File: src/rtl/uart_pkg.sv
// Shared UART definitions.
// Holds the tx arbiter state encoding, the default byte width and the
// baud/oversample constants used by the baud generator, uart_rx and uart_tx.
package uart_pkg;

  typedef enum logic [1:0] {
    ST_IDLE      = 2'd0,
    ST_START     = 2'd1,
    ST_WAIT_DONE = 2'd2
  } tx_arb_state_t;

  localparam int DATA_W_DEF       = 8;

  localparam int BAUD_RATE        = 19200;
  localparam int CLK_PER_OVS_TICK = 164;
  localparam int OVERSAMPLE       = 16;
  localparam int FRAME_BITS       = 10;
  // One full frame in clk cycles; the arbiter watchdog must exceed this.
  localparam int CLK_PER_FRAME    = CLK_PER_OVS_TICK * OVERSAMPLE * FRAME_BITS;

endpackage

File: src/rtl/uart_rr_pick.sv
// Combinational round-robin selector.
// Scans req_valid starting just after 'last' (wrapping modulo N_REQ) and
// returns the first asserted index.
//   req_valid  in   N_REQ  per-requester request flags
//   last       in   IDX_W  index served most recently
//   winner     out  IDX_W  selected requester (0 when none valid)
//   any_valid  out  1      at least one request is pending
module uart_rr_pick
  import uart_pkg::*;
#(
  parameter int N_REQ = 4,
  parameter int IDX_W = $clog2(N_REQ)
) (
  input  logic [N_REQ-1:0] req_valid,
  input  logic [IDX_W-1:0] last,
  output logic [IDX_W-1:0] winner,
  output logic             any_valid
);

  localparam logic [IDX_W:0] N_REQ_W = (IDX_W + 1)'(N_REQ);

  logic [IDX_W:0] cand;

  // Walk offsets from farthest to nearest so the nearest valid requester
  // after 'last' is the one left standing.
  always_comb begin
    winner    = '0;
    any_valid = 1'b0;
    cand      = '0;
    for (int k = N_REQ; k >= 1; k--) begin
      cand = {1'b0, last} + (IDX_W + 1)'(k);
      if (cand >= N_REQ_W) begin
        cand = cand - N_REQ_W;
      end
      if (req_valid[cand[IDX_W-1:0]]) begin
        winner    = cand[IDX_W-1:0];
        any_valid = 1'b1;
      end
    end
  end

endmodule

File: src/rtl/uart_tx_arbiter.sv
// Round-robin arbiter sharing one uart_tx serializer among N_REQ requesters.
// Accepts one byte at a time, pulses tx_start, then waits for tx_done_tick;
// a watchdog aborts the frame if the done tick never arrives.
//   clk, reset     clock / async active-high reset
//   req_valid      in   N_REQ         byte available per requester
//   req_data       in   N_REQ*DATA_W  requester i byte at [i*DATA_W +: DATA_W]
//   req_ready      out  N_REQ         one-hot accept, only in IDLE
//   tx_start       out  1             one-cycle start pulse to uart_tx
//   tx_data        out  DATA_W        byte for uart_tx, held for the frame
//   tx_done_tick   in   1             frame complete from uart_tx
//   busy           out  1             state != IDLE
//   grant_id       out  IDX_W         owner of current/last frame
//   timeout_err    out  1             one-cycle pulse on watchdog abort
//
// state      | meaning
// IDLE       | waiting for a request; accepts the round-robin winner
// START      | tx_start high for this cycle; watchdog cleared
// WAIT_DONE  | frame in flight; leaves on done tick or watchdog limit
module uart_tx_arbiter
  import uart_pkg::*;
#(
  parameter int N_REQ   = 4,
  parameter int DATA_W  = DATA_W_DEF,
  parameter int TIMEOUT = 32767,
  parameter int CNT_W   = 16,
  localparam int IDX_W  = $clog2(N_REQ)
) (
  input  logic                    clk,
  input  logic                    reset,
  input  logic [N_REQ-1:0]        req_valid,
  input  logic [N_REQ*DATA_W-1:0] req_data,
  output logic [N_REQ-1:0]        req_ready,
  output logic                    tx_start,
  output logic [DATA_W-1:0]       tx_data,
  input  logic                    tx_done_tick,
  output logic                    busy,
  output logic [IDX_W-1:0]        grant_id,
  output logic                    timeout_err
);

  tx_arb_state_t    state_q, state_d;
  logic [IDX_W-1:0] last_q;
  logic [IDX_W-1:0] winner;
  logic             any_valid;
  logic [CNT_W-1:0] wd_cnt;
  logic [N_REQ-1:0] ready_c;
  logic             accept;

  uart_rr_pick #(
    .N_REQ (N_REQ),
    .IDX_W (IDX_W)
  ) u_pick (
    .req_valid (req_valid),
    .last      (last_q),
    .winner    (winner),
    .any_valid (any_valid)
  );

  assign accept = (state_q == ST_IDLE) && any_valid;

  always_ff @(posedge clk or posedge reset) begin
    if (reset) begin
      state_q <= ST_IDLE;
    end else begin
      state_q <= state_d;
    end
  end

  always_comb begin
    state_d     = state_q;
    ready_c     = '0;
    timeout_err = 1'b0;
    case (state_q)
      ST_IDLE: begin
        if (any_valid) begin
          ready_c[winner] = 1'b1;
          state_d         = ST_START;
        end
      end
      ST_START: begin
        state_d = ST_WAIT_DONE;
      end
      ST_WAIT_DONE: begin
        // A done tick on the watchdog's last cycle is a good frame.
        if (tx_done_tick) begin
          state_d = ST_IDLE;
        end else if (wd_cnt == CNT_W'(TIMEOUT - 1)) begin
          timeout_err = 1'b1;
          state_d     = ST_IDLE;
        end
      end
      default: begin
        state_d = ST_IDLE;
      end
    endcase
  end

  // Ready is combinational from state, so gate it explicitly during reset.
  assign req_ready = reset ? '0 : ready_c;
  assign busy      = (state_q != ST_IDLE);

  always_ff @(posedge clk or posedge reset) begin
    if (reset) begin
      tx_start <= 1'b0;
      tx_data  <= '0;
      grant_id <= '0;
      last_q   <= IDX_W'(N_REQ - 1);
      wd_cnt   <= '0;
    end else begin
      tx_start <= accept;
      if (accept) begin
        tx_data  <= req_data[int'(winner) * DATA_W +: DATA_W];
        grant_id <= winner;
        last_q   <= winner;
      end
      if (state_q == ST_START) begin
        wd_cnt <= '0;
      end else if (state_q == ST_WAIT_DONE) begin
        wd_cnt <= wd_cnt + 1'b1;
      end
    end
  end

endmodule

File: config.mk
export PLATFORM = sky130hd
export DESIGN_NAME = uart_tx_arbiter
export DESIGN_NICKNAME = d
export VERILOG_FILES = /design/src/rtl/uart_pkg.sv /design/src/rtl/uart_rr_pick.sv /design/src/rtl/uart_tx_arbiter.sv
export SDC_FILE = /design/constraint.sdc
export NUM_CORES = 1
export LEC_CHECK = 0
export ABC_AREA = 0
export BUFFER_PORTS_ARGS = -buffer_cell sky130_fd_sc_hd__buf_4
export CORE_MARGIN = 1.5
export CORE_UTILIZATION = 53
export DETAILED_ROUTE_END_ITERATION = 10
export PLACE_DENSITY_LB_ADDON = 0.12
export SLEW_MARGIN = 20
export SYNTH_ARGS = -nofsm -noshare
export SYNTH_HDL_FRONTEND = slang
export SYNTH_SLANG_ARGS = --single-unit
File: constraint.sdc
create_clock -name clk -period 3.19 [get_ports clk]
set_clock_uncertainty 0.05 [all_clocks]
set_input_delay 0.4785 -clock clk [delete_from_list [all_inputs] [get_ports clk]]
set_output_delay 0.4785 -clock clk [all_outputs]
set_load 0.005 [all_outputs]
# After elaboration in Yosys (flattened, before gate mapping)
# Index checks and enable logic that the tools add are counted.
# word_totals
output_inout_bits	17
ramBits	0
elab_cells	71
ff_bits	31
latchBits	0
in_bits	39
n_memories	0
rom_bits	0
# op_classes
n_reduce_logical	6
addsub	9
n_eq_ne	5
n_shift	1
magnitude_cmp	10
div_mod_pow	0
bitwise	0
multipliers	0
muxes	34
# ops
operator	count
16-bit two-way mux	2
32-bit by 6-bit indexed part select with 8-bit output	1
2-bit two-way mux	11
16-bit by 1-bit adder with 16-bit output (second input constant)	1
16-bit by 15-bit equality test with 1-bit output (second input constant)	1
2-bit by 3-bit < comparator with 1-bit output (second input constant)	5
3-bit >= comparator (second input constant)	4
1-bit two-way mux	12
4-bit two-way mux	3
1-bit binary-select mux with 2-bit select	4
2-bit by 1-bit subtractor with 2-bit output (second input constant)	4
2-bit by 2-bit adder with 3-bit output (second input constant)	2
2-bit one-hot mux with 3 select lines	1
2-bit nonzero test	2
2-bit by 1-bit adder with 3-bit output (second input constant)	1
2-bit by 3-bit adder with 3-bit output (second input constant)	1
3-bit != test (second input constant)	1
1-bit demux with 2-bit select	1
2-bit by 1-bit equality test with 1-bit output (second input constant)	1
2-bit equality test (second input constant)	1
2-bit by 1-bit >= comparator with 1-bit output (second input constant)	1
1-bit logical AND	2
2-bit zero test	1
2-bit != test (second input constant)	1
2-bit AND reduction	1

# Logic depth before layout (Yosys ltp)
# depth
word_depth	16
ltp_mapped	8
depth_no_buf	7

# Hierarchy
# A second synthesis with hierarchy kept.
# hier_totals
cells_unflattened	167
area_unflattened_um2	1801.7
# modules_own_cells
mod	cells_each	seq_area_each_um2	area_each_um2	n_inst
uart_tx_arbiter	153	778.2	1710.4	1
uart_rr_pick	14	0.0	91.3	1

# Worst setup path before layout
# OpenSTA, ideal clock, no wires.
# synth_path
kind	input to output
startpoint	input port req_valid[1]
endpoint	output port req_ready[3]
required_ns	2.661
path_buffers	1
stages	5
slack_ns	1.231
arrival_ns	1.431
cell_sequence	o21a_1 > o21ai_4 > nand3_4 > buf_12 > nor3_1
# synth_via
elab_chain_len	13
elab_cells_between_ends	24
cone_classes	2 x order compare; 21 x mux; 1 x reduce/logical
# synth_rtl
element	line_no	text
from (decl)	uart_tx_arbiter.sv:30	input logic [N_REQ-1:0] req_valid,
1-bit binary-select mux with 2-bit select	uart_rr_pick.sv:35	if (req_valid[cand[IDX_W-1:0]]) begin
1-bit two-way mux (not written as such)	uart_rr_pick.sv:35	
2-bit two-way mux (4 in series)	uart_rr_pick.sv:35	
2-bit by 3-bit < comparator with 1-bit output (not written as such) or 2-bit by 1-bit >= comparator with 1-bit output (tied branches)	uart_tx_arbiter.sv:76	ready_c[winner] = 1'b1;
1-bit logical AND (not written as such)	uart_tx_arbiter.sv:76	
1-bit two-way mux (not written as such)	uart_tx_arbiter.sv:76	
1-bit demux with 2-bit select	uart_tx_arbiter.sv:76	
4-bit two-way mux (*)	uart_tx_arbiter.sv:75	if (any_valid) begin
4-bit two-way mux (*)	uart_tx_arbiter.sv:73	case (state_q)
4-bit two-way mux (*)	uart_tx_arbiter.sv:99	assign req_ready = reset ? '0 : ready_c;
to (decl)	uart_tx_arbiter.sv:32	output logic [N_REQ-1:0] req_ready,
# Mark *: on every way between the ends. The rest lies on a longest branch, timed or not. The select of a mux whose other input is x is not followed.

# Worst setup path in the final report
# layout_path
startpoint	register state_q[1]
endpoint	output port req_ready[0]
# layout_via
elab_chain_len	3
# layout_rtl
element	line_no	text
from (decl)	uart_tx_arbiter.sv:41	tx_arb_state_t state_q, state_d;
from (signal assigned)	uart_tx_arbiter.sv:65	state_q <= state_d;
2-bit zero test	uart_tx_arbiter.sv:73	
4-bit two-way mux	uart_tx_arbiter.sv:73	
4-bit two-way mux	uart_tx_arbiter.sv:99	
# Every way passes these cells.

==> results.ini <==
[status]
status=finished, final reports clean

[finish]
area_growth_pct=26.23
diodes=0
fillers=283
nets=295
post-route-util_pct=70.36
layout-drive-gt1-share_pct=32.67

[power]
p_int_w=0.001079
p_per_area_mw_per_mm2=734.5
combPwrFrac_pct=46.0
clkPwrFrac_pct=18.3
seqPwrFrac_pct=35.8
ir_drop_mv=0.5458
p_leak_nw=1.104
switching_power_w=0.0006722
p_sw_share_pct=38.38

[sta]
setup_viol=0
hold_viol=0
worst_pin_slew_ns=0.4590
slew_headroom_pct=69.40
fin_crit_sh_pct=88.22
period_minus_slack_ns=2.814
fmax_mhz=355.4
grt_setup_unrepaired=false
setup_slack_ns=0.3759
slew_viol_final=0
timing.setup.tns_ns=0

[synthesis]
netlist_area_mm2=0.001889
syn_inst=194
synth_async_sr_flop_share_pct=100.0
synth_edf_count=0
ys_top_cells_by_area=dfrtp_1 38%, mux2i_1 5.3%, nor2_1 4.4%
postSynth.topFlopCell=dfrtp_1
synth.top_cells.by_count=29 x dfrtp_1, 22 x nor2_1, 13 x inv_1
yosysTopAreaCell=dfrtp_1
ys_seq_area_share_pct=41.19
synth_top_cell_area_share_pct=38.41
yosysUniqueCellTypes=46
ys_seq_elements=31
synth_nets=239
yosysWarnings=0
yosys.cell_count.top_type=dfrtp_1
syn_avg_cell_area_um2=9.739

[clock_network]
post_cts_buffers=0
ctsHoldBuffers=0
cts_root_buf=clkbuf_4
htreeDepth=2
cts_buffer_depth=2
cts_buffers=5
path_clk_slew_ns=0.10
insertion_delay_ns=0.33
cts_resized=0
cts_tree=yes
cts_num_sinks=31

[route]
dr_total_vias=1652
wl_per_cell_um=14.08
first_iter_violations=102
wirelength_um=4182
dr.pass1.iters=4
route.detailed.drc=0
vias_per_cell=5.562
antenna_left=0

[placed_design]
port_buffers=55
gp_congestion=0.8275
place_ws_ns=0.5904
dp_hpwl_um=3155

[global_route]
grt_max_degree=32
grt_pass1_wl_um=7396
grt_overflow=0
grtUsageTotal_pct=23.63
grt_pass1_vias=1556
antenna_found_initial=0

[critical_path]
cp.required_ns=2.66
worstSetupPathType=reg2out
cp.arrival_ns=2.29
path_max_fanout=12
start_kind=flip-flop
setup.worst_path.end_class=primary output

[worst_hold_path]
hold_path.class=in2async

[floorplanning]
ioPinCount=56
fp.dieArea_mm2=0.003932
core-area_mm2=0.003390
num_rows=21
start_util_pct=55.74
die_x_um=62.71
die_h_um=62.71

[job]
cap_viol_max_count=0

==> power groups by stage <==
stage	logic [W]	clock network (W)	registers (W)
5_1_grt	0.000901	0.000339	0.000642
6_report	0.000805	0.000320	0.000626
2_1_floorplan	0.000582	0	0.000614
3_3_place_gp	0.000783	0	0.000630
3_5_place_dp	0.000801	0	0.000630
4_1_cts	0.000812	0.000326	0.000625
==> worst paths after layout <==
path	startpoint	to	slack, ns	depth (start not counted)
min reg2reg	grant_id[0]$_DFFE_PP0P_	grant_id[0]$_DFFE_PP0P_	0.45	2
max	state_q[1]$_DFFE_PP0P_	req_ready[0]	0.38	8
min in group clk	req_data[13]	tx_data[5]$_DFFE_PP0P_	0.45	3
max in group asynchronous	reset	last_q[1]$_DFFE_PP1P_	2.56	3
max reg2reg	state_q[1]$_DFFE_PP0P_	wd_cnt[14]$_DFFE_PP0P_	1.19	7
min	reset	wd_cnt[12]$_DFFE_PP0P_	0.20	3
==> registers in the layout, summed over array words and instances, names as in the netlist <==
signal	cells
state_q	2
wd_cnt	16
grant_id	2
tx_data	8
last_q	2
tx_start	1
==> critical path, cell delays in order (launching register included) <==
cell	delay, ns
dfrtp_1	0.42
inv_1	0.11
ha_1	0.21
nand2b_1	0.14
inv_1	0.30
nand3_1	0.14
inv_1	0.30
and3_1	0.23
buf_4	0.11
==> cells in the final DEF, fill, tap and decap left out, types with 3 or more instances in the layout <==
master    count
mux2i_1      10
o21ai_0       9
nand2_1       9
a221oi_1      6
clkbuf_4      5
buf_4        56
nor2_1       22
nand3_1       5
a211oi_1      8
xnor2_1       8
nor3_1        7
inv_1        13
a21oi_1       4
nand2b_1      4
and3_2        8
ha_1          6
dfrtp_1      29
or3_1         5
nor4_1        3
==> cell families (layout without fill, tap and decap cells) <==
group,after synthesis,in the layout,synth area share (%)
and+or+nand+nor,76,76,22.12
AOI/OAI and AO/OA,41,41,16.29
DFF,31,31,41.19
buffers and inverters,20,77,6.226
muxes,12,12,6.490
xor gates and xnor gates,8,8,3.709
adders and majority gates,6,6,3.973
==> layer usage <==
metal | GRT usage [%] | up-vias | wire (um)
met2 | 37.50 | 48 | 2016
met1 | 32.51 | 785 | 1920
li1 | - | 811 | -
met4 | 8.333 | 0 | 68
met3 | 4.324 | 8 | 177
met5 | 0 | - | 0
==> through the flow <==
stage | cell area [um^2] | instances | hold WS, ns | power, W
floorplan | 1889 | 194 | 0.4097 | 0.001196
global placement | 2298 | 289 | 0.4454 | 0.001413
detailed placement | 2298 | 289 | 0.4398 | 0.001431
CTS | 2385 | 297 | 0.2058 | 0.001763
global route | 2385 | 297 | 0.2655 | 0.001883
finish | 2385 | 297 | 0.2038 | 0.001752
==> area by class of cell <==
type | count | area (um^2) | share of cell area [%]
Tap cell | 46 | 57.56 | 2.413
Sequential cell | 31 | 778.2 | 32.63
Clock inverter | 2 | 35.03 | 1.469
Multi-Input combinational cell | 143 | 993.5 | 41.66
Clock buffer | 6 | 51.30 | 2.151
Inverter | 13 | 48.80 | 2.046
Timing Repair Buffer | 56 | 420.4 | 17.63
Note: power is estimated with default switching activity, not from simulation.
